--- src/rtl/counter_pkg.sv ---
// ---------------------------------------------------------------------------
// counter_pkg
//
// Shared types for the programmable mod_counter family used across the FIR
// datapath (tap-index sequencing, circular buffer pointers, rate strobes).
//
// Contents:
//   cnt_mode_t   - terminal behaviour selector driven on the 'mode' port
//   cnt_state_t  - RUN/DONE state of the one-shot controller
//   mode_wraps() - true for modes that wrap at terminal (wrap and reserved)
// ---------------------------------------------------------------------------
package counter_pkg;

    // Terminal behaviour. The reserved encoding is kept in the enum so that
    // every 2-bit value on the port maps onto a named constant.
    typedef enum logic [1:0] {
        CNT_WRAP    = 2'd0,
        CNT_SAT     = 2'd1,
        CNT_ONESHOT = 2'd2,
        CNT_RSVD    = 2'd3
    } cnt_mode_t;

    // RUN: counting allowed. DONE: a one-shot has completed and the counter
    // is frozen until cleared, loaded or switched out of one-shot mode.
    typedef enum logic {
        ST_RUN  = 1'b0,
        ST_DONE = 1'b1
    } cnt_state_t;

    // The reserved mode is treated exactly like wrap so that an unexpected
    // mode value still yields a well-defined, free-running counter.
    function automatic logic mode_wraps(input cnt_mode_t m);
        return (m == CNT_WRAP) || (m == CNT_RSVD);
    endfunction

endpackage

--- src/rtl/mod_counter.sv ---
// ---------------------------------------------------------------------------
// mod_counter
//
// Runtime-programmable up/down counter with a programmable terminal value and
// three terminal behaviours (wrap, saturate, one-shot). Successor to the
// plain free-running enable counter.
//
// Parameters:
//   WIDTH     - counter width in bits; count covers 0..2^WIDTH-1
//   RESET_VAL - count value restored by rst (must fit in WIDTH bits)
//
// Ports:
//   clk       in   rising-edge clock
//   rst       in   asynchronous active-high reset
//   clr       in   synchronous clear (count=0, ovf=0, back to RUN)
//   en        in   count enable
//   load      in   synchronous load of load_val (overrides en)
//   load_val  in   value used by load
//   dir       in   1 = count up towards limit, 0 = count down towards 0
//   mode      in   0 wrap, 1 saturate, 2 one-shot, 3 reserved (as wrap)
//   limit     in   upper end of the count range 0..limit
//   ovf_clr   in   clears the sticky overflow flag
//   count     out  registered count value
//   tc        out  registered one-cycle pulse after a step taken at terminal
//   ovf       out  sticky flag, set on every wrap event
//   running   out  low while a completed one-shot is parked in DONE
// ---------------------------------------------------------------------------
module mod_counter
    import counter_pkg::*;
#(
    parameter int unsigned WIDTH     = 8,
    parameter int unsigned RESET_VAL = 0
) (
    input  logic             clk,
    input  logic             rst,
    input  logic             clr,
    input  logic             en,
    input  logic             load,
    input  logic [WIDTH-1:0] load_val,
    input  logic             dir,
    input  logic [1:0]       mode,
    input  logic [WIDTH-1:0] limit,
    input  logic             ovf_clr,
    output logic [WIDTH-1:0] count,
    output logic             tc,
    output logic             ovf,
    output logic             running
);

    localparam logic [WIDTH-1:0] RESET_COUNT = WIDTH'(RESET_VAL);
    localparam logic [WIDTH-1:0] ONE         = WIDTH'(1);

    logic [WIDTH-1:0] count_q;
    logic [WIDTH-1:0] count_d;
    logic             tc_q;
    logic             tc_d;
    logic             ovf_q;
    logic             ovf_d;
    cnt_state_t       state_q;
    cnt_state_t       state_d;

    cnt_mode_t        mode_s;
    logic             at_term;
    logic             wrap_evt;

    assign mode_s = cnt_mode_t'(mode);

    // Up-count reaches terminal at or above limit, so a count left above a
    // freshly lowered limit is treated as terminal rather than running on
    // past it. Down-count terminates only at zero.
    assign at_term = dir ? (count_q >= limit) : (count_q == '0);

    // Next-count and next-state selection. Priority is clr, then load, then
    // the enabled step. A parked one-shot ignores en; it only leaves DONE via
    // clr, load, or seeing a mode other than one-shot on this edge.
    // A down-count that starts above limit is first clamped to limit; that
    // clamp is deliberately not a terminal event, so it produces no tc.
    always_comb begin
        count_d  = count_q;
        state_d  = state_q;
        tc_d     = 1'b0;
        wrap_evt = 1'b0;
        if (clr) begin
            count_d = '0;
            state_d = ST_RUN;
        end else if (load) begin
            count_d = load_val;
            state_d = ST_RUN;
        end else if (state_q == ST_DONE) begin
            if (mode_s != CNT_ONESHOT) begin
                state_d = ST_RUN;
            end
        end else if (en) begin
            if (at_term) begin
                tc_d = 1'b1;
                if (mode_wraps(mode_s)) begin
                    count_d  = dir ? '0 : limit;
                    wrap_evt = 1'b1;
                end else begin
                    count_d = dir ? limit : '0;
                    if (mode_s == CNT_ONESHOT) begin
                        state_d = ST_DONE;
                    end
                end
            end else if (dir) begin
                count_d = count_q + ONE;
            end else if (count_q > limit) begin
                count_d = limit;
            end else begin
                count_d = count_q - ONE;
            end
        end
    end

    // Sticky overflow: clr dominates everything, a wrap in the same cycle as
    // ovf_clr keeps the flag set so no wrap event can be silently lost.
    always_comb begin
        ovf_d = ovf_q;
        if (clr) begin
            ovf_d = 1'b0;
        end else if (wrap_evt) begin
            ovf_d = 1'b1;
        end else if (ovf_clr) begin
            ovf_d = 1'b0;
        end
    end

    // All state, including the registered tc pulse and the RUN/DONE
    // controller, lives in one register bank with an asynchronous reset.
    always_ff @(posedge clk or posedge rst) begin
        if (rst) begin
            count_q <= RESET_COUNT;
            tc_q    <= 1'b0;
            ovf_q   <= 1'b0;
            state_q <= ST_RUN;
        end else begin
            count_q <= count_d;
            tc_q    <= tc_d;
            ovf_q   <= ovf_d;
            state_q <= state_d;
        end
    end

    assign count   = count_q;
    assign tc      = tc_q;
    assign ovf     = ovf_q;
    assign running = (state_q == ST_RUN);

endmodule

--- config.mk ---
export PLATFORM = sky130hd
export DESIGN_NAME = mod_counter
export DESIGN_NICKNAME = d
export VERILOG_FILES = /design/src/rtl/counter_pkg.sv /design/src/rtl/mod_counter.sv
export SDC_FILE = /design/constraint.sdc
export NUM_CORES = 1
export LEC_CHECK = 0
export BUFFER_PORTS_ARGS = -buffer_cell sky130_fd_sc_hd__buf_2
export CORE_MARGIN = 5
export CORE_UTILIZATION = 56
export CTS_CLUSTER_DIAMETER = 50
export CTS_CLUSTER_SIZE = 8
export DETAILED_ROUTE_END_ITERATION = 6
export PLACE_DENSITY_LB_ADDON = 0.15
export SYNTH_ARGS = -nofsm -noshare
export SYNTH_HDL_FRONTEND = slang
export SYNTH_SLANG_ARGS = --single-unit
export TNS_END_PERCENT = 20
--- constraint.sdc ---
create_clock -name clk -period 5.5 [get_ports clk]
set_input_delay 0.55 -clock clk [delete_from_list [all_inputs] [get_ports clk]]
set_output_delay 0.55 -clock clk [all_outputs]
set_load 0.1 [all_outputs]
# Word-level counts from Yosys, hierarchy flattened

Index checks and enable logic that the tools add are counted.

Register bits: 11
Bits of input ports: 25
Output and inout port bits: 11
Logic and storage cells: 52

Add/sub/neg operators: 2
Order comparisons: 2
Equal/unequal tests: 4
Mux-type cells: 33
Bitwise gates (word level): 1
Reduce and logical (&&, ||, !) cells: 6

Operators by type and width:

| operator            | count |
|---|---|
| $mux 8              | 10 |
| $mux 1              | 23 |
| $add 8x1->8 const B | 1 |
| $ge 8x8->1          | 1 |
| $gt 8x8->1          | 1 |
| $logic_not 8->1     | 1 |
| $sub 8x1->8 const B | 1 |
| $reduce_bool 3->1   | 2 |
| $eq 2x2->1 const B  | 2 |
| $ne 3x3->1 const B  | 1 |
| $logic_not 2->1     | 1 |
| $ne 2x2->1 const B  | 1 |
| $reduce_and 2->1    | 1 |
| $logic_or 1x1->1    | 1 |
| $not 1->1           | 1 |

# Depth between registers and ports, before layout

Depth after elaboration: 10
Gate-level depth with buffers: 10
Depth with buffers taken out: 10

# Worst setup path after synthesis

Ideal clock, no wire load.

Path kind: register -> register
From: reg count_q[0], in the netlist count[0]
To: reg count_q[1], in the netlist count[1]
Setup time: 0.078 ns
Arrival time: 3.033 ns
Data required time: 5.422 ns
Slack: 2.390 ns
Cell stages (with the launch flop): 10
Buffers on the path: 0
Clock period less this slack: 3.110 ns
Cell sequence: dfrtp_1 > inv_1 > ha_1 > nand4_1 > o31a_1 > or4_1 > a21oi_1 > a211oi_1 > a211o_1 > a21oi_1

Word-level cells in the longest chain between the ends: 8
Elaborated cells on any way between the ends: 13
Classes of those cells: add/sub (2); order compare (2); mux (8); reduce/logical (1)

RTL lines:

| element                                          | RTL line                               | RTL |
|---|---|---|
| start: declaration                               | mod_counter.sv:53                      | `logic [WIDTH-1:0] count_q;` |
| start signal: assignment                         | mod_counter.sv:137                     | `count_q <= count_d;` |
| $sub 8x1->8 / $gt 8x8->1 (equally long branches) | mod_counter.sv:110, mod_counter.sv:107 |  |
| $mux 8                                           | mod_counter.sv:107                     | `end else if (count_q > limit) begin` |
| $mux 8                                           | mod_counter.sv:105                     | `end else if (dir) begin` |
| $mux 8 (*)                                       | mod_counter.sv:94                      | `if (at_term) begin` |
| $mux 8 (*)                                       | mod_counter.sv:93                      | `end else if (en) begin` |
| $mux 8 (*)                                       | mod_counter.sv:89                      | `end else if (state_q == ST_DONE) begin` |
| $mux 8 (*)                                       | mod_counter.sv:86                      | `end else if (load) begin` |
| $mux 8 (*)                                       | mod_counter.sv:83                      | `if (clr) begin` |

Every way passes the cells marked *; elsewhere a longest branch is shown, timed or not. The select of a mux whose other input is x is not followed.
A chain may end at the register's enable or synchronous reset.

# Final worst setup path

From: reg count_q[3], in the netlist count[3]
To: reg count_q[1], in the netlist count[1]

Word-level cells in the longest chain between the ends: 8
Elaborated cells on any way between the ends: 11
Classes of those cells: order compare (2); mux (8); reduce/logical (1)

RTL lines:

| element    | RTL line |
|---|---|
| $gt 8x8->1 | mod_counter.sv:107 |
| $mux 8     | mod_counter.sv:107 |
| $mux 8     | mod_counter.sv:105 |
| $mux 8 (*) | mod_counter.sv:94 |
| $mux 8 (*) | mod_counter.sv:93 |
| $mux 8 (*) | mod_counter.sv:89 |
| $mux 8 (*) | mod_counter.sv:86 |
| $mux 8 (*) | mod_counter.sv:83 |

Marked as above.

==> impl_metrics.env <==
export IMPL_syn2layout_area_growth_pct=15.0
export IMPL_slew_headroom_pct=56.8
export IMPL_ys_flop_type="dfrtp_1"
export IMPL_die_width_um=58.3
export IMPL_die_area_mm2=0.00339
export IMPL_synth_cell_types=46
export IMPL_synth_fa_ha_area_share_pct=11.5
export IMPL_synth_area_per_cell_um2=7.58
export IMPL_cp_start_kind="register"
export IMPL_vdd_drop_max_v=0.000183
export IMPL_rsz0062_at_grt="no"
export IMPL_rows=17
export IMPL_synth_top_family_by_area="compound AO/OA/AOI/OAI gates"
export IMPL_synth_compound_area_share_pct=30.5
export IMPL_tritoncts="done"
export IMPL_vias_per_cell=6.25
export IMPL_maxCapViolCount=0
export IMPL_worstPathCellList="ha_1, nand4_1, o31a_1, o21ai_1, o21bai_1, a211oi_1, a211o_1, a21oi_1"
export IMPL_synth_most_common_cell="nand2_1"
export IMPL_period_minus_slack_ps=2800
export IMPL_netlist_top_cells_count="nand2_1 (23), a21oi_1 (17), inv_1 (16)"
export IMPL_grt_pass1_vias=1354
export IMPL_clkLatencyLatePin_ps=280
export IMPL_synth_seq_cells=11
export IMPL_cts_inserted_buffers=3
export IMPL_synthArstFlopShare_pct=100
export IMPL_post_cts_setup_buffer_count=0
export IMPL_n_antenna_cell=0
export IMPL_clkSinkCount=11
export IMPL_finalSetupTns_ps=0
export IMPL_crit_family="compound AO/OA/AOI/OAI gates"
export IMPL_critPathRequiredTime_ps=5660
export IMPL_tightest_slew_ps=644
export IMPL_start_util_pct=58.9
export IMPL_grt_pass1_wl_um=6210
export IMPL_end_kind="register"
export IMPL_syn_area_mm2=0.00130
export IMPL_postCtsHoldBufs=0
export IMPL_cp_max_fo=14
export IMPL_gr_total_overflow=0
export IMPL_fin_crit_sh_pct=50.8
export IMPL_num_vias=1443
export IMPL_cts_resized_gates=0
export IMPL_antenna_found_initial=0
export IMPL_final_hold_violation_count=0
export IMPL_yosys_area_share_simple_pct=25.6
export IMPL_dp_slack_ps=2660
export IMPL_synth_cells=172
export IMPL_critPathKind="register to register"
export IMPL_synth_edff_count=0
export IMPL_ctsLongestPathBuffers=2
export IMPL_drive_gt1_share_pct=23.6
export IMPL_clk_pin_slew_ps=70
export IMPL_drtAntennaViolNets=0
export IMPL_synth_mux_area_fraction_pct=0.768
export IMPL_synth_area_leaders="dfrtp_1 (21%), ha_1 (12%), nand2_1 (6.6%)"
export IMPL_critPathArrivalTime_ps=2950
export IMPL_dp_hpwl_um=3000
export IMPL_io_pins=36
export IMPL_drt_iter0_markers=64
export IMPL_path_buf_inv=0
export IMPL_syn_nets=209
export IMPL_cp_slowest_stage_delay_ps=550
export IMPL_place_congestion=0.934
export IMPL_outcome="finished clean"
export IMPL_yosysWarnings=0
export IMPL_coreArea_mm2=0.00221
export IMPL_dpl_cell_count=227
export IMPL_grt_usage_pct=23.8
export IMPL_htree_levels=1
export IMPL_max_freq_mhz=358
export IMPL_grt_max_degree=18
export IMPL_p_leak_nw=0.739
export IMPL_nets=241
export IMPL_holdCritPathClass="input pin to asynchronous set/reset pin"
export IMPL_clock_skew_ps=4.38
export IMPL_whs_ps=253
export IMPL_drv_slew=0
export IMPL_io_buffers=35
export IMPL_powerDensity_mw_per_mm2=214
export IMPL_root_buffer="clkbuf_4"
export IMPL_slowest_stage="o21ai_1"
export IMPL_chipHeight_um=58.3
export IMPL_setup_ws_ps=2700
export IMPL_first_pass_iters=4
export IMPL_yosysSeqAreaShare_pct=21.1
export IMPL_wl_per_cell_um=16.7
export IMPL_synth_top_area_cell="dfrtp_1"
export IMPL_remaining_drc_errors=0
export IMPL_synthXorXnorAreaFrac_pct=2.69
export IMPL_routed_wl_um=3850
export IMPL_instances_no_fill=231
export IMPL_setup_violations=0
export IMPL_synth_top_area_share_pct=21.1
export IMPL_total_power_mw=0.321
## final cells by class
cell class	count	area, um^2
inverters	16	60.1
repair buffers	35	175
flip-flops and latches	11	275
clock buffers	4	26.3
multi-input cells	137	927
fillers	207	713
well taps	28	35.0
## placed cells by master (no fill, tap or decap), types with 3 or more instances in the layout
| cell | netlist | routed |
|---|---|---|
| or2_2 | 3 | 3 |
| nor2_1 | 8 | 8 |
| dfrtp_1 | 11 | 11 |
| nand2_1 | 23 | 23 |
| nor2b_1 | 3 | 3 |
| inv_1 | 16 | 16 |
| nand3_1 | 5 | 5 |
| xor2_1 | 3 | 3 |
| a221oi_1 | 4 | 4 |
| o21ai_0 | 8 | 8 |
| nand4_1 | 3 | 3 |
| buf_2 | 3 | 35 |
| ha_1 | 12 | 12 |
| and3_1 | 4 | 4 |
| a31o_2 | 3 | 3 |
| a22o_1 | 3 | 3 |
| clkbuf_4 | 0 | 3 |
| nor3_1 | 7 | 7 |
| a21oi_1 | 17 | 17 |
## cell families after synthesis
| family | count (synthesis) |
|---|---|
| muxes | 1 |
| and+or+nand+nor | 64 |
| adders and majority gates | 12 |
| AOI/OAI and AO/OA | 56 |
| buffers and inverters | 24 |
| DFF | 11 |
| xor gates and xnor gates | 4 |
## state kept, by name, indices dropped and copies added (netlist names)
name     count
count        8
ovf          1
state_q      1
tc           1
## per-layer routing
layer,wire length (um),vias to the layer above,share of wire [%],global-route usage (%)
met1,1580,661,41,30.7
met5,0,-,0,0
met2,1800,73,47,38.7
met3,361,13,9.4,3.34
met4,113,0,2.9,11.6
li1,-,696,-,-
## where the power goes
part           switching, mW  internal [mW]
clock                 0.0282         0.0282
combinational          0.108         0.0549
sequential            0.0156         0.0859
## through the flow
stage	area (um^2)	util (%)
2_1_floorplan	1300	-
3_5_place_dp	1470	66.6
3_3_place_gp	1470	66.6
6_report	1500	67.8
4_1_cts	1500	67.8
5_1_grt	1500	67.8
## path summary, 6_finish.rpt
check,start,to,slack [ps],cells past startpoint
worst min-delay path,rst,tc$_DFF_PP0_,250,2
max in group asynchronous,rst,count[0]$_DFFE_PP0P_,4950,2
worst max-delay path,count[3]$_DFFE_PP0P_,count[1]$_DFFE_PP0P_,2700,8
min in group clk,load_val[2],count[2]$_DFFE_PP0P_,480,2
worst min register to register,ovf$_DFFE_PP0P_,ovf$_DFFE_PP0P_,510,1
worst max register to register,count[3]$_DFFE_PP0P_,count[1]$_DFFE_PP0P_,2700,8
(Power assumes the default switching activity.)
